--- src/rtl/prio_max_sel_pkg.sv ---
// Shared types and width helpers for the prio_max_sel selector.
package prio_max_sel_pkg;

    // Selector sequencing: wait for a set, walk the bits, hold the result.
    typedef enum logic [1:0] {
        IDLE = 2'd0,
        SCAN = 2'd1,
        DONE = 2'd2
    } state_t;

    // Width of a channel pointer (never below one bit).
    function automatic int ptr_width(input int n);
        return (n > 1) ? $clog2(n) : 1;
    endfunction

    // Width of the bit-serial scan index (never below one bit).
    function automatic int bit_width(input int pw);
        return (pw > 1) ? $clog2(pw) : 1;
    endfunction

endpackage

--- src/rtl/prio_max_sel_rr_pick.sv ---
// One-hot winner picker. With en_rr set, the search starts at ptr and wraps
// modulo N; with en_rr clear it is plain lowest-index-wins.
module rr_pick #(
    parameter int N  = 4,
    parameter int CW = 2
) (
    input  logic [N-1:0]  req,
    input  logic [CW-1:0] ptr,
    input  logic          en_rr,
    output logic [N-1:0]  gnt
);

    // First requesting channel at or after the search base wins.
    always_comb begin : pick_blk
        logic          found;
        logic [CW-1:0] idx;
        int            base;
        gnt   = '0;
        found = 1'b0;
        idx   = '0;
        base  = en_rr ? int'(ptr) : 0;
        for (int k = 0; k < N; k++) begin
            idx = CW'((base + k) % N);
            if (!found && req[idx]) begin
                gnt[idx] = 1'b1;
                found    = 1'b1;
            end
        end
    end

endmodule

--- src/rtl/prio_max_sel.sv ---
// Multi-cycle max-priority selector: MSB-first bit-serial narrowing of the
// candidate mask, early exit once at most one candidate remains, result held
// behind a valid/ready handshake.
// Build option: define PRIO_MAX_SEL_RR_TIEBREAK_EN for a round-robin tie
// breaker on gnt; otherwise the lowest-index candidate is granted.
module prio_max_sel
    import prio_max_sel_pkg::*;
#(
    parameter int N  = 4,
    parameter int PW = 4
) (
    input  logic          clk,
    input  logic          reset,
    input  logic          in_valid,
    output logic          in_ready,
    input  logic [N*PW-1:0] pri_in,
    output logic          out_valid,
    input  logic          out_ready,
    output logic [N-1:0]  win_mask,
    output logic [PW-1:0] max_pri,
    output logic [N-1:0]  gnt
);

    localparam int CW = ptr_width(N);
    localparam int BW = bit_width(PW);

    state_t        state_reg, state_next;
    logic [PW-1:0] pri_arr   [N];
    logic [PW-1:0] data_reg  [N];
    logic [PW-1:0] data_next [N];
    logic [N-1:0]  cand_reg, cand_next;
    logic [N-1:0]  nz_mask, hits, cand_scan, pick_gnt;
    logic [BW-1:0] bit_reg, bit_next;
    logic [N-1:0]  win_mask_reg, gnt_reg;
    logic [PW-1:0] max_pri_reg, max_next;
    logic          load_out, nz_single, scan_single;
    logic [CW-1:0] ptr_sel;

    genvar gi;
    generate
        for (gi = 0; gi < N; gi++) begin : g_chan
            assign pri_arr[gi] = pri_in[gi*PW +: PW];
            assign nz_mask[gi] = |pri_arr[gi];
            assign hits[gi]    = cand_reg[gi] & data_reg[gi][bit_reg];
        end
    endgenerate

    // A hit-free bit leaves the candidate set untouched.
    assign cand_scan   = (|hits) ? hits : cand_reg;
    assign nz_single   = ((nz_mask & (nz_mask - N'(1))) == '0);
    assign scan_single = ((cand_scan & (cand_scan - N'(1))) == '0);

    assign in_ready  = (state_reg == IDLE) || ((state_reg == DONE) && out_ready);
    assign out_valid = (state_reg == DONE);
    assign win_mask  = win_mask_reg;
    assign max_pri   = max_pri_reg;
    assign gnt       = gnt_reg;

`ifdef PRIO_MAX_SEL_RR_TIEBREAK_EN
    logic [CW-1:0] ptr_reg, ptr_adv;
    assign ptr_sel = ptr_reg;
    rr_pick #(.N(N), .CW(CW)) u_pick (
        .req   (cand_next),
        .ptr   (ptr_sel),
        .en_rr (1'b1),
        .gnt   (pick_gnt)
    );
`else
    assign ptr_sel = '0;
    rr_pick #(.N(N), .CW(CW)) u_pick (
        .req   (cand_next),
        .ptr   (ptr_sel),
        .en_rr (1'b0),
        .gnt   (pick_gnt)
    );
`endif

    // Next-state, scan datapath and result value for the DONE entry edge.
    always_comb begin
        state_next = state_reg;
        data_next  = data_reg;
        cand_next  = cand_reg;
        bit_next   = bit_reg;
        load_out   = 1'b0;
        max_next   = '0;
`ifdef PRIO_MAX_SEL_RR_TIEBREAK_EN
        ptr_adv = '0;
        for (int i = 0; i < N; i++) begin
            if (gnt_reg[i]) ptr_adv = CW'((i + 1) % N);
        end
`endif
        case (state_reg)
            IDLE, DONE: begin
                if (in_valid && in_ready) begin
                    for (int i = 0; i < N; i++) data_next[i] = pri_arr[i];
                    cand_next = nz_mask;
                    bit_next  = BW'(PW - 1);
                    if (nz_single) begin
                        state_next = DONE;
                        load_out   = 1'b1;
                    end else begin
                        state_next = SCAN;
                    end
                end else if ((state_reg == DONE) && out_ready) begin
                    state_next = IDLE;
                end
            end
            SCAN: begin
                cand_next = cand_scan;
                if (bit_reg != '0) bit_next = bit_reg - BW'(1);
                if ((bit_reg == '0) || scan_single) begin
                    state_next = DONE;
                    load_out   = 1'b1;
                end
            end
            default: state_next = IDLE;
        endcase
        for (int i = 0; i < N; i++) begin
            max_next = max_next | (data_next[i] & {PW{cand_next[i]}});
        end
    end

    // State and result registers; reset abandons any set in flight.
    always_ff @(posedge clk or posedge reset) begin
        if (reset) begin
            state_reg    <= IDLE;
            for (int i = 0; i < N; i++) data_reg[i] <= '0;
            cand_reg     <= '0;
            bit_reg      <= '0;
            win_mask_reg <= '0;
            max_pri_reg  <= '0;
            gnt_reg      <= '0;
`ifdef PRIO_MAX_SEL_RR_TIEBREAK_EN
            ptr_reg      <= '0;
`endif
        end else begin
            state_reg <= state_next;
            data_reg  <= data_next;
            cand_reg  <= cand_next;
            bit_reg   <= bit_next;
            if (load_out) begin
                win_mask_reg <= cand_next;
                max_pri_reg  <= max_next;
                gnt_reg      <= pick_gnt;
            end
`ifdef PRIO_MAX_SEL_RR_TIEBREAK_EN
            if ((state_reg == DONE) && out_ready && (gnt_reg != '0)) ptr_reg <= ptr_adv;
`endif
        end
    end

endmodule

--- config.mk ---
export PLATFORM = sky130hd
export DESIGN_NAME = prio_max_sel
export DESIGN_NICKNAME = d
export VERILOG_FILES = /design/src/rtl/prio_max_sel_pkg.sv /design/src/rtl/prio_max_sel_rr_pick.sv /design/src/rtl/prio_max_sel.sv
export SDC_FILE = /design/constraint.sdc
export NUM_CORES = 1
export LEC_CHECK = 0
export CAP_MARGIN = 40
export CORE_UTILIZATION = 25
export DETAILED_ROUTE_END_ITERATION = 10
export GPL_ROUTABILITY_DRIVEN = 0
export SLEW_MARGIN = 20
export SYNTH_ARGS = -nofsm -noshare
export SYNTH_HDL_FRONTEND = slang
export SYNTH_HIERARCHICAL = 1
export SYNTH_SLANG_ARGS = --single-unit
--- constraint.sdc ---
create_clock -name clk -period 3.45 [get_ports clk]
set_input_delay 0.69 -clock clk [delete_from_list [all_inputs] [get_ports clk]]
set_output_delay 0.69 -clock clk [all_outputs]
set_load 0.005 [all_outputs]
==> results.json, run 1 <==
{
  "layout_commonest_cell": "dfrtp_1",
  "ys_types": 57,
  "power.switching_mw": 1.31,
  "first_pass_iters": 4,
  "portBuffers": 33,
  "ir_worst_vdd_mv": 0.347,
  "crit_fanout": 13,
  "critical_path.startpoint_type": "primary input",
  "p_sw_share_pct": 42.3,
  "worst_ep_required_time_ns": 3.62,
  "cts_htree_levels": 2,
  "row_count": 35,
  "synth-seq-cells": 36,
  "grt_max_degree": 37,
  "finalHoldViolCount": 0,
  "grt_pass1_vias": 1898,
  "finalNetCount": 304,
  "dp_hpwl_microns": 4630,
  "cap_violations": 0,
  "grtUsageTotal_pct": 12.5,
  "path_class": "primary input to flip-flop",
  "synth_top_area_share_pct": 37.9,
  "outcome": "completed",
  "timing.rr.start": "bit_reg[0]$_DFFE_PP0P_",
  "post-route-period-util_pct": 92.6,
  "max_slew_margin_pct": 44.4,
  "setup_viol": 0,
  "synth.largest_area_cell": "dfrtp_1",
  "total_leakage_power_nw": 1.31,
  "synth_warnings": 6,
  "async_flop_share_pct": 100,
  "grt_overflow": 0,
  "final_antenna_net_count": 0,
  "initial_core_util_pct": 25.7,
  "synth.area.top_cells": "dfrtp_1, mux2_2, mux2_4",
  "largest_register_ff_count": 16,
  "min_path_type": "flip-flop to flip-flop",
  "end_kind": "flip-flop",
  "num_vias": 1910,
  "drv_slew": 0,
  "coreArea_sq_um": 9240,
  "hp-start": "gnt[3]$_DFFE_PP0P_",
  "grt_pass1_wl_microns": 9740,
  "dieArea_sq_um": 9890,
  "period_needed_ns": 3.19,
  "p_comb_share_pct": 63.9,
  "postSynthCellCount": 215,
  "cts_tree": "yes",
  "syn_avg_cell_area_sq_um": 11.0,
  "power_frac_clock_pct": 10.1,
  "synthesis.area_sq_um": 2370,
  "dr.first_iter.drc_count": 61,
  "worst_slew_pin_slew_ns": 0.835,
  "synth_edf_count": 0,
  "wl_per_cell_microns": 14.4,
  "cts_sinks": 36,
  "viasPerCell": 4.69,
  "n_antenna_cell": 0,
  "tns_ns": 0,
  "drc": 0,
  "antenna_found_initial": 0,
  "ctsRootBufferMaster": "clkbuf_8",
  "power_mw": 3.09,
  "synth_ff_type": "dfrtp_1",
  "cell_internal_pwr_mw": 1.79,
  "yosysSeqAreaShare_pct": 37.9,
  "clk_path_buf_depth": 2,
  "fin_worst_skew_ns": 0.00729,
  "wl_microns": 5860,
  "syn2layout_area_growth_pct": 29.5,
  "cts_buffers": 5,
  "pwr-share-seq_pct": 26.0,
  "final_layout_size_suffix_gt1_share_pct": 24.5,
  "power_density_nw_per_um2": 1010,
  "die_h_microns": 99.5,
  "grt_setup_unrepaired": "no",
  "path_clk_slew_ns": 0.07,
  "io_pins": 34,
  "layout_common_cells": "dfrtp_1, clkdlybuf4s50_1, mux2_2",
  "crit_start": "pri_in[7]",
  "cp.arrival_ns": 3.36,
  "clock_latency_ns": 0.28,
  "die_w_microns": 99.5,
  "fmax_mhz": 313
}
==> worst paths after layout <==
kind / end / slack [ns] / depth (start not counted)
min: gnt[3]$_DFFE_PP0P_ / 0.52 / 1
min in group asynchronous: win_mask[0]$_DFFE_PP0P_ / 0.82 / 3
max: win_mask[2]$_DFFE_PP0P_ / 0.26 / 8
min reg2reg: gnt[3]$_DFFE_PP0P_ / 0.52 / 1
max reg2reg: gnt[3]$_DFFE_PP0P_ / 0.30 / 11
max in group asynchronous: bit_reg[0]$_DFFE_PP0P_ / 2.27 / 3
==> repair_timing <==
item | CTS | global route
endpoints found under the setup margin | 0 | 5
setup buffers | 0 | 0
hold buffers | 0 | 0
hold endpoints to repair | 0 | 0
gates resized for setup | 0 | 2
==> cell families after synthesis <==
logic type	share of synthesized area [%]
buf+inv	4.53
simple gates	13.9
other cells	0.158
flops	37.9
compound gates	19.0
fa+ha+maj	4.11
mux	20.3
==> stage by stage <==
step | cell area (sq um) | hold WS [ns] | cells | worst slack [ns] | utilization (%)
detailed placement | 2980 | 0.504 | 399 | -0.0130 | 32.3
floorplan | 2430 | 0.466 | 229 | 0.472 | -
finish | 3080 | 0.522 | 407 | 0.255 | 33.3
global placement | 2980 | 0.496 | 399 | 0.00827 | 32.3
global route | 3080 | 0.546 | 407 | 0.138 | 33.3
CTS | 3070 | 0.528 | 407 | 0.183 | 33.3
==> layout make-up <==
class                   instances  area, sq um
well taps                     129          161
flip-flops and latches         36          902
clock inverters                 1         7.51
fillers                       958         6160
repair buffers                 46          428
multi-input cells             171         1430
clock buffers                   7         86.3
inverters                      17         63.8
==> cell usage after synthesis (all sizes together) (2+ instances only) <==
master	instances
nor4	4
a2111oi	2
or3b	3
o22ai	5
inv	17
mux2i	10
o21ai	8
a221o	6
o211ai	5
o2bb2ai	2
a211oi	2
nand3	5
mux2	27
ha	7
nor2b	4
nor2	8
nand3b	3
nand2b	3
a221oi	2
nand4	4
mux4	2
nor3	2
buf	3
dfrtp	36
a21oi	10
nand2	15
clkbuf	2
==> power groups by stage <==
stage,sequential [mW],combinational [mW],clock [mW]
finish,0.805,1.98,0.312
global route,0.839,2.14,0.342
CTS,0.806,1.97,0.326
detailed placement,0.813,1.96,0
global placement,0.812,1.94,0
floorplan,0.742,1.45,0
==> critical path, cell delays in order <==
cell and delay, ns:
clkdlybuf4s50_1 0.49, nor4_1 0.10, maj3_1 0.36, a21oi_1 0.20, nor2b_1 0.08, or2_2 0.31, o31ai_4 0.73, mux2_2 0.41
==> per-layer routing <==
metal  part of all wire [%]  GRT usage (%)
met1                     50           18.0
met5                      0              0
met3                    4.6           2.18
met2                     45           19.1
met4                    1.0           3.51
Note: power is estimated with default switching activity, not from simulation.
==> inputs of run 2 (changes only) <==
--- a/config.mk
+++ b/config.mk
@@ -6,9 +6,11 @@
 export NUM_CORES = 1
 export LEC_CHECK = 0
 export CAP_MARGIN = 40
+export CORE_MARGIN = 2
 export CORE_UTILIZATION = 25
 export DETAILED_ROUTE_END_ITERATION = 10
 export GPL_ROUTABILITY_DRIVEN = 0
+export PLACE_DENSITY = 0.52
 export SLEW_MARGIN = 20
 export SYNTH_ARGS = -nofsm -noshare
 export SYNTH_HDL_FRONTEND = slang
==> run 2 against run 1 <==
Register-to-register slack worse by 0.07 ns. First-iteration DRC count is 70% higher. Wire length is 5.8% higher. Sequential power hardly changed. Final area is 3.5% higher. Total power is 6.1% higher. Clock skew is 0.0018 ns lower. Clock power is 33% higher. Flip-flop and latch count stayed put. Die area is 4.1% higher. Non-clock buffer count is 7 higher. Maximum frequency is 0.80% lower. Critical path type is now flip-flop to flip-flop. Critical endpoint is now gnt[3]$_DFFE_PP0P_. Largest power group unchanged.
==> results.json, run 2 (synthesized netlist as in run 1, its figures left out) <==
{
  "postLayoutCellArea_sq_um": 3180,
  "layout_commonest_cell": "dfrtp_1",
  "clk_path_buf_depth": 2,
  "dp.cells": 405,
  "cts_buffers": 5,
  "pwr-share-seq_pct": 24.4,
  "p_comb_share_pct": 62.9,
  "r2r_slack_ns": 0.23,
  "min_path_cells": 1,
  "ctsResizeCount": 0,
  "clock_latency_ns": 0.30,
  "io_pins": 34,
  "r2r_cells": 10,
  "viasPerCell": 4.55,
  "first_pass_iters": 4,
  "critical_path.startpoint_type": "flip-flop",
  "finalHoldViolCount": 0,
  "fin_worst_skew_ns": 0.00550,
  "drc": 0,
  "die_h_microns": 101,
  "antenna_found_initial": 0,
  "cts_tree": "yes",
  "crit_fanout": 9,
  "final_antenna_net_count": 0,
  "tns_ns": 0,
  "max_slew_margin_pct": 62.8,
  "path_class": "flip-flop to flip-flop",
  "post-route-period-util_pct": 93.3,
  "cp.arrival_ns": 3.46,
  "p_sw_share_pct": 40.8,
  "cell_internal_pwr_mw": 1.94,
  "syn2layout_area_growth_pct": 34.0,
  "cap_violations": 0,
  "period_needed_ns": 3.22,
  "finalNonFillerCells": 414,
  "end_kind": "flip-flop",
  "cts_hold_buf": 0,
  "grt_overflow": 0,
  "cts_sinks": 36,
  "fillerInstances": 940,
  "wl_microns": 6200,
  "wl_per_cell_microns": 15.0,
  "n_antenna_cell": 0,
  "worst_ep_required_time_ns": 3.69,
  "dp_hpwl_microns": 4820,
  "drv_slew": 0,
  "power_density_nw_per_um2": 1030,
  "path_clk_slew_ns": 0.08,
  "worst_slew_pin_slew_ns": 0.558,
  "postCtsSetupRepairBufs": 0,
  "num_vias": 1885,
  "grt_pass1_vias": 1908,
  "dieArea_sq_um": 10300,
  "grtUsageTotal_pct": 12.8,
  "ir_worst_vdd_mv": 0.405,
  "power_frac_clock_pct": 12.7,
  "die_w_microns": 101,
  "portBuffers": 33,
  "layout_common_cells": "dfrtp_1, clkdlybuf4s50_1, mux2_2",
  "outcome": "completed",
  "grt_max_degree": 17,
  "cts_htree_levels": 2,
  "grt_pass1_wl_microns": 9990,
  "ctsRootBufferMaster": "clkbuf_8",
  "power.switching_mw": 1.34,
  "initial_core_util_pct": 25.7,
  "final_layout_size_suffix_gt1_share_pct": 26.3,
  "fmax_mhz": 311,
  "total_leakage_power_nw": 1.38,
  "coreArea_sq_um": 9240,
  "finalNetCount": 311,
  "row_count": 35,
  "setup_viol": 0,
  "min_path_type": "flip-flop to flip-flop",
  "holdWs_ns": 0.514,
  "dr.first_iter.drc_count": 104,
  "place_area_sq_um": 3050,
  "largest_register_ff_count": 16,
  "grt_setup_unrepaired": "no"
}
-- run 2: final timing paths --
path | to | from
worst min register to register | gnt[1]$_DFFE_PP0P_ | gnt[1]$_DFFE_PP0P_
worst max-delay path | gnt[3]$_DFFE_PP0P_ | bit_reg[0]$_DFFE_PP0P_
worst max register to register | gnt[3]$_DFFE_PP0P_ | bit_reg[0]$_DFFE_PP0P_
worst min-delay path | gnt[1]$_DFFE_PP0P_ | gnt[1]$_DFFE_PP0P_
min in group asynchronous | win_mask[0]$_DFFE_PP0P_ | reset
max in group asynchronous | state_reg[1]$_DFFE_PP0P_ | reset
-- run 2: per-layer routing --
metal / track usage (%) / wire length (microns) / vias up
met4: 4.16 / 100 / 0
met2: 19.7 / 2750 / 41
li1: - / - / 934
met1: 17.8 / 3130 / 902
met3: 2.90 / 230 / 8
met5: 0 / 0 / -
-- run 2: metrics by stage --
step,worst slack [ns],power [mW],utilization (%)
floorplan,0.472,2.20,-
global placement,0.00486,2.83,32.8
detailed placement,-0.0560,2.85,33.0
CTS,0.183,3.28,34.3
global route,0.0446,3.52,34.4
finish,0.230,3.28,34.4
-- run 2: area by class of cell --
class	instances	area (sq um)	share of cell area [%]
Multi-Input combinational cell	171	1430	44.8
Sequential cell	36	901	28.3
Timing Repair Buffer	53	504	15.8
Tap cell	129	161	5.07
Clock buffer	7	96.3	3.03
Inverter	17	63.8	2.00
Clock inverter	1	30.0	0.943
-- run 2: power by group through the flow --
stage          combinational, mW  sequential, mW  clock [mW]
2_1_floorplan               1.45           0.742           0
3_3_place_gp                2.02           0.813           0
3_5_place_dp                2.04           0.812           0
4_1_cts                     2.05           0.805       0.424
5_1_grt                     2.24           0.832       0.442
6_report                    2.06           0.802       0.416
-- run 2: critical path, cell delays in order, from the launching register on --
cell and delay (ns):
dfrtp_1 0.65, mux4_2 0.61, nand2_2 0.17, a21oi_1 0.12
a221o_1 0.40, inv_1 0.08, or3b_4 0.39, a2111oi_4 0.41
o21ai_1 0.09, nand4_1 0.09, mux2_4 0.14
==> inputs of run 3 (changes only) <==
--- a/config.mk
+++ b/config.mk
@@ -8,6 +8,7 @@
 export CAP_MARGIN = 40
 export CORE_MARGIN = 2
 export CORE_UTILIZATION = 25
+export CTS_CLUSTER_DIAMETER = 60
 export DETAILED_ROUTE_END_ITERATION = 10
 export GPL_ROUTABILITY_DRIVEN = 0
 export PLACE_DENSITY = 0.52
==> results of run 3 <==
Final layout, timing and power as in run 2 (identical DEF).
